--- config.mk ---
export PLATFORM = sky130hd
export DESIGN_NAME = dffn_chain_driver_flat
export DESIGN_NICKNAME = d
export VERILOG_FILES = /design/src/rtl/dffn_chain_pkg.sv /design/src/rtl/dffn_chain_if.sv /design/src/rtl/dffn_chain_phase_gen.sv /design/src/rtl/dffn_chain_driver.sv /design/src/flat_wrapper.sv
export SDC_FILE = /design/constraint.sdc
export NUM_CORES = 1
export LEC_CHECK = 0
export BUFFER_PORTS_ARGS = -buffer_cell sky130_fd_sc_hd__buf_2
export CAP_MARGIN = 5
export CORE_MARGIN = 2
export CORE_UTILIZATION = 40
export CTS_CLUSTER_SIZE = 8
export DETAILED_ROUTE_END_ITERATION = 10
export PLACE_DENSITY = 0.67
export SYNTH_ARGS = -nofsm -noshare
export SYNTH_HDL_FRONTEND = slang
export SYNTH_SLANG_ARGS = --single-unit
--- constraint.sdc ---
create_clock -name clk -period 2.1 [get_ports clk]
set_input_delay 0 -clock clk [delete_from_list [all_inputs] [get_ports clk]]
set_output_delay 0 -clock clk [all_outputs]
set_load 0.05 [all_outputs]
--- src/rtl/dffn_chain_pkg.sv ---
// Shared types and default geometry for the falling-edge flop chain driver.
// Holds the transfer FSM state type and a counter-width helper.
package dffn_chain_pkg;

  localparam int DEF_WIDTH   = 8;
  localparam int DEF_HALF    = 2;
  localparam int DEF_CLR_CYC = 4;

  typedef enum logic [1:0] {
    ST_IDLE,
    ST_CLEAR,
    ST_SHIFT,
    ST_FIN
  } state_t;

  // Bits needed for a counter that runs 0..n-1, never narrower than one bit.
  function automatic int cnt_w(input int n);
    return (n <= 2) ? 1 : $clog2(n);
  endfunction

endpackage

--- src/rtl/dffn_chain_if.sv ---
// Request/response side of the chain driver: start handshake, load word,
// unloaded word and status.
interface dffn_chain_if import dffn_chain_pkg::*; #(
  parameter int WIDTH = DEF_WIDTH
) ();

  logic             start_valid;
  logic             start_ready;
  logic             clr;
  logic [WIDTH-1:0] din;
  logic [WIDTH-1:0] dout;
  logic             done;
  logic             busy;

  modport master (
    output start_valid, clr, din,
    input  start_ready, dout, done, busy
  );

  modport slave (
    input  start_valid, clr, din,
    output start_ready, dout, done, busy
  );

endinterface

--- src/rtl/dffn_chain_phase_gen.sv ---
// Slot timing for the SHIFT state: phase and bit counters plus the registered
// CLKN strobe (high for the first HALF cycles of each slot, low for the rest).
module dffn_chain_phase_gen import dffn_chain_pkg::*; #(
  parameter int WIDTH = DEF_WIDTH,
  parameter int HALF  = DEF_HALF
) (
  input  logic clk,
  input  logic rst,
  input  logic run,
  output logic clkn_out,
  output logic fall,
  output logic slot_end,
  output logic last_slot
);

  localparam int PW = cnt_w(2 * HALF);
  localparam int BW = cnt_w(WIDTH);

  logic [PW-1:0] phase;
  logic [PW-1:0] phase_nxt;
  logic [BW-1:0] bit_idx;

  // The edge that ends the high half is the one that drives CLKN low.
  assign fall      = run && (phase == PW'(HALF - 1));
  assign slot_end  = run && (phase == PW'(2 * HALF - 1));
  assign last_slot = (bit_idx == BW'(WIDTH - 1));
  assign phase_nxt = slot_end ? '0 : phase + 1'b1;

  // NOTE: sequential state uses non-blocking assignments so every flop samples
  // pre-edge values regardless of statement order or process scheduling.
  always_ff @(posedge clk or posedge rst) begin
    if (rst) begin
      phase    <= '0;
      bit_idx  <= '0;
      clkn_out <= 1'b1;
    end else if (!run) begin
      phase    <= '0;
      bit_idx  <= '0;
      clkn_out <= 1'b1;
    end else begin
      phase    <= phase_nxt;
      clkn_out <= (phase_nxt < PW'(HALF));
      if (slot_end) begin
        bit_idx <= last_slot ? '0 : bit_idx + 1'b1;
      end
    end
  end

endmodule

--- src/rtl/dffn_chain_driver.sv ---
// Drives an external chain of falling-edge flops: optional clear, MSB-first
// serial load, and simultaneous unload of the previous chain contents.
module dffn_chain_driver import dffn_chain_pkg::*; #(
  parameter int WIDTH   = DEF_WIDTH,
  parameter int HALF    = DEF_HALF,
  parameter int CLR_CYC = DEF_CLR_CYC
) (
  input  logic            clk,
  input  logic            rst,
  dffn_chain_if.slave     bus,
  output logic            sdo,
  output logic            clkn_out,
  output logic            rn_out,
  input  logic            si
);

  localparam int CW = cnt_w(CLR_CYC);

  state_t           state;
  logic [WIDTH-1:0] tx;
  logic [WIDTH-1:0] rx;
  logic [CW-1:0]    clr_cnt;
  logic             run;
  logic             fall;
  logic             slot_end;
  logic             last_slot;

  assign run = (state == ST_SHIFT);

  dffn_chain_phase_gen #(
    .WIDTH (WIDTH),
    .HALF  (HALF)
  ) u_phase_gen (
    .clk       (clk),
    .rst       (rst),
    .run       (run),
    .clkn_out  (clkn_out),
    .fall      (fall),
    .slot_end  (slot_end),
    .last_slot (last_slot)
  );

  always_ff @(posedge clk or posedge rst) begin
    if (rst) begin
      state           <= ST_IDLE;
      // NOTE: the shift registers are reset because the unloaded word must
      // read zero after reset; bulk storage without that need stays unreset.
      tx              <= '0;
      rx              <= '0;
      clr_cnt         <= '0;
      sdo             <= 1'b0;
      rn_out          <= 1'b1;
      bus.start_ready <= 1'b1;
      bus.busy        <= 1'b0;
      bus.done        <= 1'b0;
      bus.dout        <= '0;
    end else begin
      bus.done <= 1'b0;
      case (state)
        ST_IDLE: begin
          if (bus.start_valid) begin
            tx              <= bus.din;
            clr_cnt         <= '0;
            bus.start_ready <= 1'b0;
            bus.busy        <= 1'b1;
            if (bus.clr) begin
              state  <= ST_CLEAR;
              rn_out <= 1'b0;
              sdo    <= 1'b0;
            end else begin
              state <= ST_SHIFT;
              sdo   <= bus.din[WIDTH-1];
            end
          end
        end

        ST_CLEAR: begin
          if (clr_cnt == CW'(CLR_CYC - 1)) begin
            state  <= ST_SHIFT;
            rn_out <= 1'b1;
            sdo    <= tx[WIDTH-1];
          end else begin
            clr_cnt <= clr_cnt + 1'b1;
          end
        end

        ST_SHIFT: begin
          // Capture the last flop before the falling strobe advances the chain.
          if (fall) begin
            rx <= {rx[WIDTH-2:0], si};
          end
          if (slot_end) begin
            tx <= tx << 1;
            if (last_slot) begin
              state    <= ST_FIN;
              sdo      <= 1'b0;
              bus.done <= 1'b1;
              bus.dout <= rx;
            end else begin
              sdo <= tx[WIDTH-2];
            end
          end
        end

        ST_FIN: begin
          state           <= ST_IDLE;
          bus.start_ready <= 1'b1;
          bus.busy        <= 1'b0;
        end

        default: begin
          state           <= ST_IDLE;
          bus.start_ready <= 1'b1;
          bus.busy        <= 1'b0;
        end
      endcase
    end
  end

endmodule

--- src/flat_wrapper.sv ---
// flat-port wrapper written by rule: the top's interface ports become plain ports
module dffn_chain_driver_flat import dffn_chain_pkg::*;
#(
  parameter int WIDTH   = DEF_WIDTH,
  parameter int HALF    = DEF_HALF,
  parameter int CLR_CYC = DEF_CLR_CYC
)
  (clk, rst, sdo, clkn_out, rn_out, si, bus_start_valid, bus_clr, bus_din, bus_start_ready, bus_dout, bus_done, bus_busy);
  dffn_chain_if #(.WIDTH(WIDTH)) bus_i ();
  input  logic clk;
  input  logic rst;
  output logic sdo;
  output logic clkn_out;
  output logic rn_out;
  input  logic si;
  input wire logic [$bits(bus_i.start_valid)-1:0] bus_start_valid;
  input wire logic [$bits(bus_i.clr)-1:0] bus_clr;
  input wire logic [$bits(bus_i.din)-1:0] bus_din;
  output wire logic [$bits(bus_i.start_ready)-1:0] bus_start_ready;
  output wire logic [$bits(bus_i.dout)-1:0] bus_dout;
  output wire logic [$bits(bus_i.done)-1:0] bus_done;
  output wire logic [$bits(bus_i.busy)-1:0] bus_busy;
  assign bus_i.start_valid = bus_start_valid;
  assign bus_i.clr = bus_clr;
  assign bus_i.din = bus_din;
  assign bus_start_ready = bus_i.start_ready;
  assign bus_dout = bus_i.dout;
  assign bus_done = bus_i.done;
  assign bus_busy = bus_i.busy;
  dffn_chain_driver #(.WIDTH(WIDTH), .HALF(HALF), .CLR_CYC(CLR_CYC)) u_core (.clk(clk), .rst(rst), .bus(bus_i), .sdo(sdo), .clkn_out(clkn_out), .rn_out(rn_out), .si(si));
endmodule
==> flow_summary.yaml <==
status:
  status: "complete, no violations"
global_route:
  grt_antenna_before_repair: 0
  grt_pass1_wl_um: 5570
  grt-ovfl-total: 0
  grt_pass1_vias: 1234
  grt_max_degree: 40
  grt_usage: 0.139
sta:
  clock_skew_ns: 0.00542
  slew_headroom: 0.671
  rsz0062_at_grt: "no"
  setup_violations: 0
  drv_slew: 0
  period_needed_ns: 1.83
  hold_viol_final: 0
  finalSetupTns_ns: 0
  setup_slack_ns: 0.271
  max_freq_mhz: 547
  fin_crit_sh: 0.871
  tightest_slew_ns: 0.494
placement:
  io_buffers: 26
  pre_cts_ws_ns: 0.267
  routabilityCongestion: 0.717
  dp.final_hpwl_um: 2370
worst_setup_path:
  r2r_slack_ns: 0.27
  arrival_ns: 2.00
  reg2reg_depth: 4
  cp_max_fo: 12
  timing.rr.end: "u_core.bus.dout[1]"
  regToRegStartpoint: "u_core.state[0]"
  cp_slowest_cell: "ha_1"
  worstPathRequired_ns: 2.27
  startpoint_type: "register"
  crit_type: "reg2reg"
  critical-path-max-stage-delay_ns: 0.48
  end_kind: "register"
  crit_chain: "inv_1 -> ha_1 -> nand3_2 -> mux2_2"
clock_tree:
  clk_pin_slew_ns: 0.08
  cts_resized: 0
  post-cts-setup-buffer-count: 0
  clk_path_buf_depth: 2
  ctsHoldBuffers: 3
  clock_latency_ns: 0.29
  cts_tree: "done"
  cts_buffers: 5
  clock_sinks: 39
  htree_num_levels: 2
  cts_root_buf: "clkbuf_8"
synth:
  synth_top_area_share: 0.490
  synth_ff_type: "dfrtp_1"
  ys_async_sr_fraction: 1.00
  ys_ff_latch: 39
  yosysWarnings: 0
  syn_inst: 148
  synth.avg_cell_area_um2: 12.4
  netlist_top_cells_area: "dfrtp_1, mux2_2, mux2i_1"
  synth_edf_count: 0
  synth_cell_types: 28
  synthesis.nets: 171
  synth_seq_area_share: 0.533
  syn_area_um2: 1840
  post-synth-top-area-cell: "dfrtp_1"
pwr:
  power_density_nw_per_um2: 1350
  power.leakage_nw: 1.08
  ir_worst_vdd_mv: 0.538
detailed_routing:
  drcViolationCount: 0
  ant_nets: 0
  vias_per_cell: 5.08
  first_pass_iters: 4
  wl_per_cell_um: 13.4
  drt_iter0_drc: 20
  drt_wl_total_um: 3160
  vias: 1193
floorplan:
  coreArea_um2: 4380
  dieArea_um2: 5150
  dieWidth_um: 71.8
  die_y_um: 71.8
  initial_core_util: 0.419
  num_rows: 24
  ios: 27
hold_path:
  min_to: "u_core.tx[6]"
  hold-path-cell-count: 3
  worstHoldPathType: "in2reg"
  hp-start: "bus_din[6]"
layout:
  diodes: 0
  drive_gt1_frac: 0.355
  fillers: 416
  syn_to_final_growth_pct: 16.5
  final_nets: 205
run:
  cap_violations: 0
## logic make-up after synthesis
family	after synthesis	synth area share
mux	31	0.181
fa+ha+maj	10	0.0681
flops	39	0.533
simple gates	35	0.108
compound gates	20	0.0715
buf+inv	13	0.0375
## through the flow
step | cells | instance area, µm² | total power, mW | hold WS, ns | util
after CTS | 235 | 2140 | 2.93 | 0.0184 | 0.488
final | 235 | 2140 | 2.89 | 0.0236 | 0.488
after global routing | 235 | 2140 | 3.12 | 0.0337 | 0.488
after global placement | 224 | 2020 | 2.34 | 0.136 | 0.460
after detailed placement | 224 | 2020 | 2.41 | 0.152 | 0.460
after floorplan | 148 | 1840 | 2.18 | 0.147 | -
## layout make-up
cell class              instances  area [µm²]  share of cell area
well taps                      52        65.1              0.0304
clock buffers                   5        68.8              0.0322
inverters                       8        30.0              0.0140
clock inverters                 3        25.0              0.0117
multi-input cells              96         788               0.368
repair buffers                 32         183              0.0854
flip-flops and latches         39         980               0.458
## critical path: cells and delay by family (launching register included)
| kind | cells | cell delay, ns |
|---|---|---|
| buffers and inverters | 1 | 0.12 |
| DFF | 1 | 0.42 |
| adders and majority gates | 1 | 0.48 |
| and+or+nand+nor | 1 | 0.33 |
| muxes | 1 | 0.37 |
## worst max-delay path by stage
stage	startpoint	endpoint	slack, ns	depth (start not counted)
finish	u_core.state[0]	u_core.bus.dout[1]	0.27	4
global route	u_core.state[0]	u_core.bus.dout[1]	0.11	4
CTS	u_core.state[0]	u_core.bus.dout[1]	0.25	4
detailed placement	u_core.state[0]	u_core.bus.dout[1]	0.27	4
global placement	u_core.state[0]	u_core.sdo	0.34	6
floorplan	u_core.state[0]	u_core.sdo	0.52	7
## placed cells by master, fill, tap and decap left out, drive strengths merged
cell type / count
nand3b: 2
o211a: 1
clkinv: 2
nand2: 8
nand3: 2
nor2b: 5
inv: 8
nor2: 12
ha: 10
o21ai: 2
mux2i: 13
nand2b: 4
a31oi: 1
mux2: 18
nor3: 2
dfrtp: 36
buf: 29
dfstp: 3
dlygate4sd3: 3
a21boi: 1
a21oi: 11
a22o: 3
clkinvlp: 1
clkbuf: 5
a21o: 1
## registers in the layout (all words and copies together) (netlist names)
signal and cells:
u_core.u_phase_gen.phase 2, u_core.rn_out 1, u_core.clr_cnt 2, u_core.u_phase_gen.clkn_out 1, u_core.u_phase_gen.bit_idx 3, u_core.bus.busy 1
u_core.bus.done 1, u_core.tx 8, u_core.rx 8, u_core.bus.start_ready 1, u_core.sdo 1, u_core.state 2
u_core.bus.dout 8
## power by group
part / switching [mW] / leakage [nW] / internal (mW)
clock: 0.270 / 0.0443 / 0.237
combinational: 0.695 / 0.547 / 0.545
sequential: 0.145 / 0.492 / 1.00
total: 1.11 / 1.08 / 1.78
## routing by layer
| metal | vias up | track usage | wire (µm) | part of all wire |
|---|---|---|---|---|
| li1 | 573 | - | - | - |
| met1 | 598 | 0.165 | 1340 | 0.42 |
| met2 | 20 | 0.240 | 1670 | 0.53 |
| met3 | 2 | 0.0450 | 134 | 0.042 |
| met4 | 0 | 0.0461 | 17 | 0.0054 |
| met5 | - | 0 | 0 | 0 |
## synthesized netlist by cell type (all sizes together), types with 2 or more instances
master and n:
dfstp 3, nor2 12, nand3 2, nand2b 4, mux2 18, nor3 2, buf 5, dfrtp 36
nand3b 2, nand2 8, ha 10, mux2i 13, inv 8, nor2b 5, a22o 3, a21oi 11
o21ai 2
Note: power is estimated with default switching activity, not from simulation.
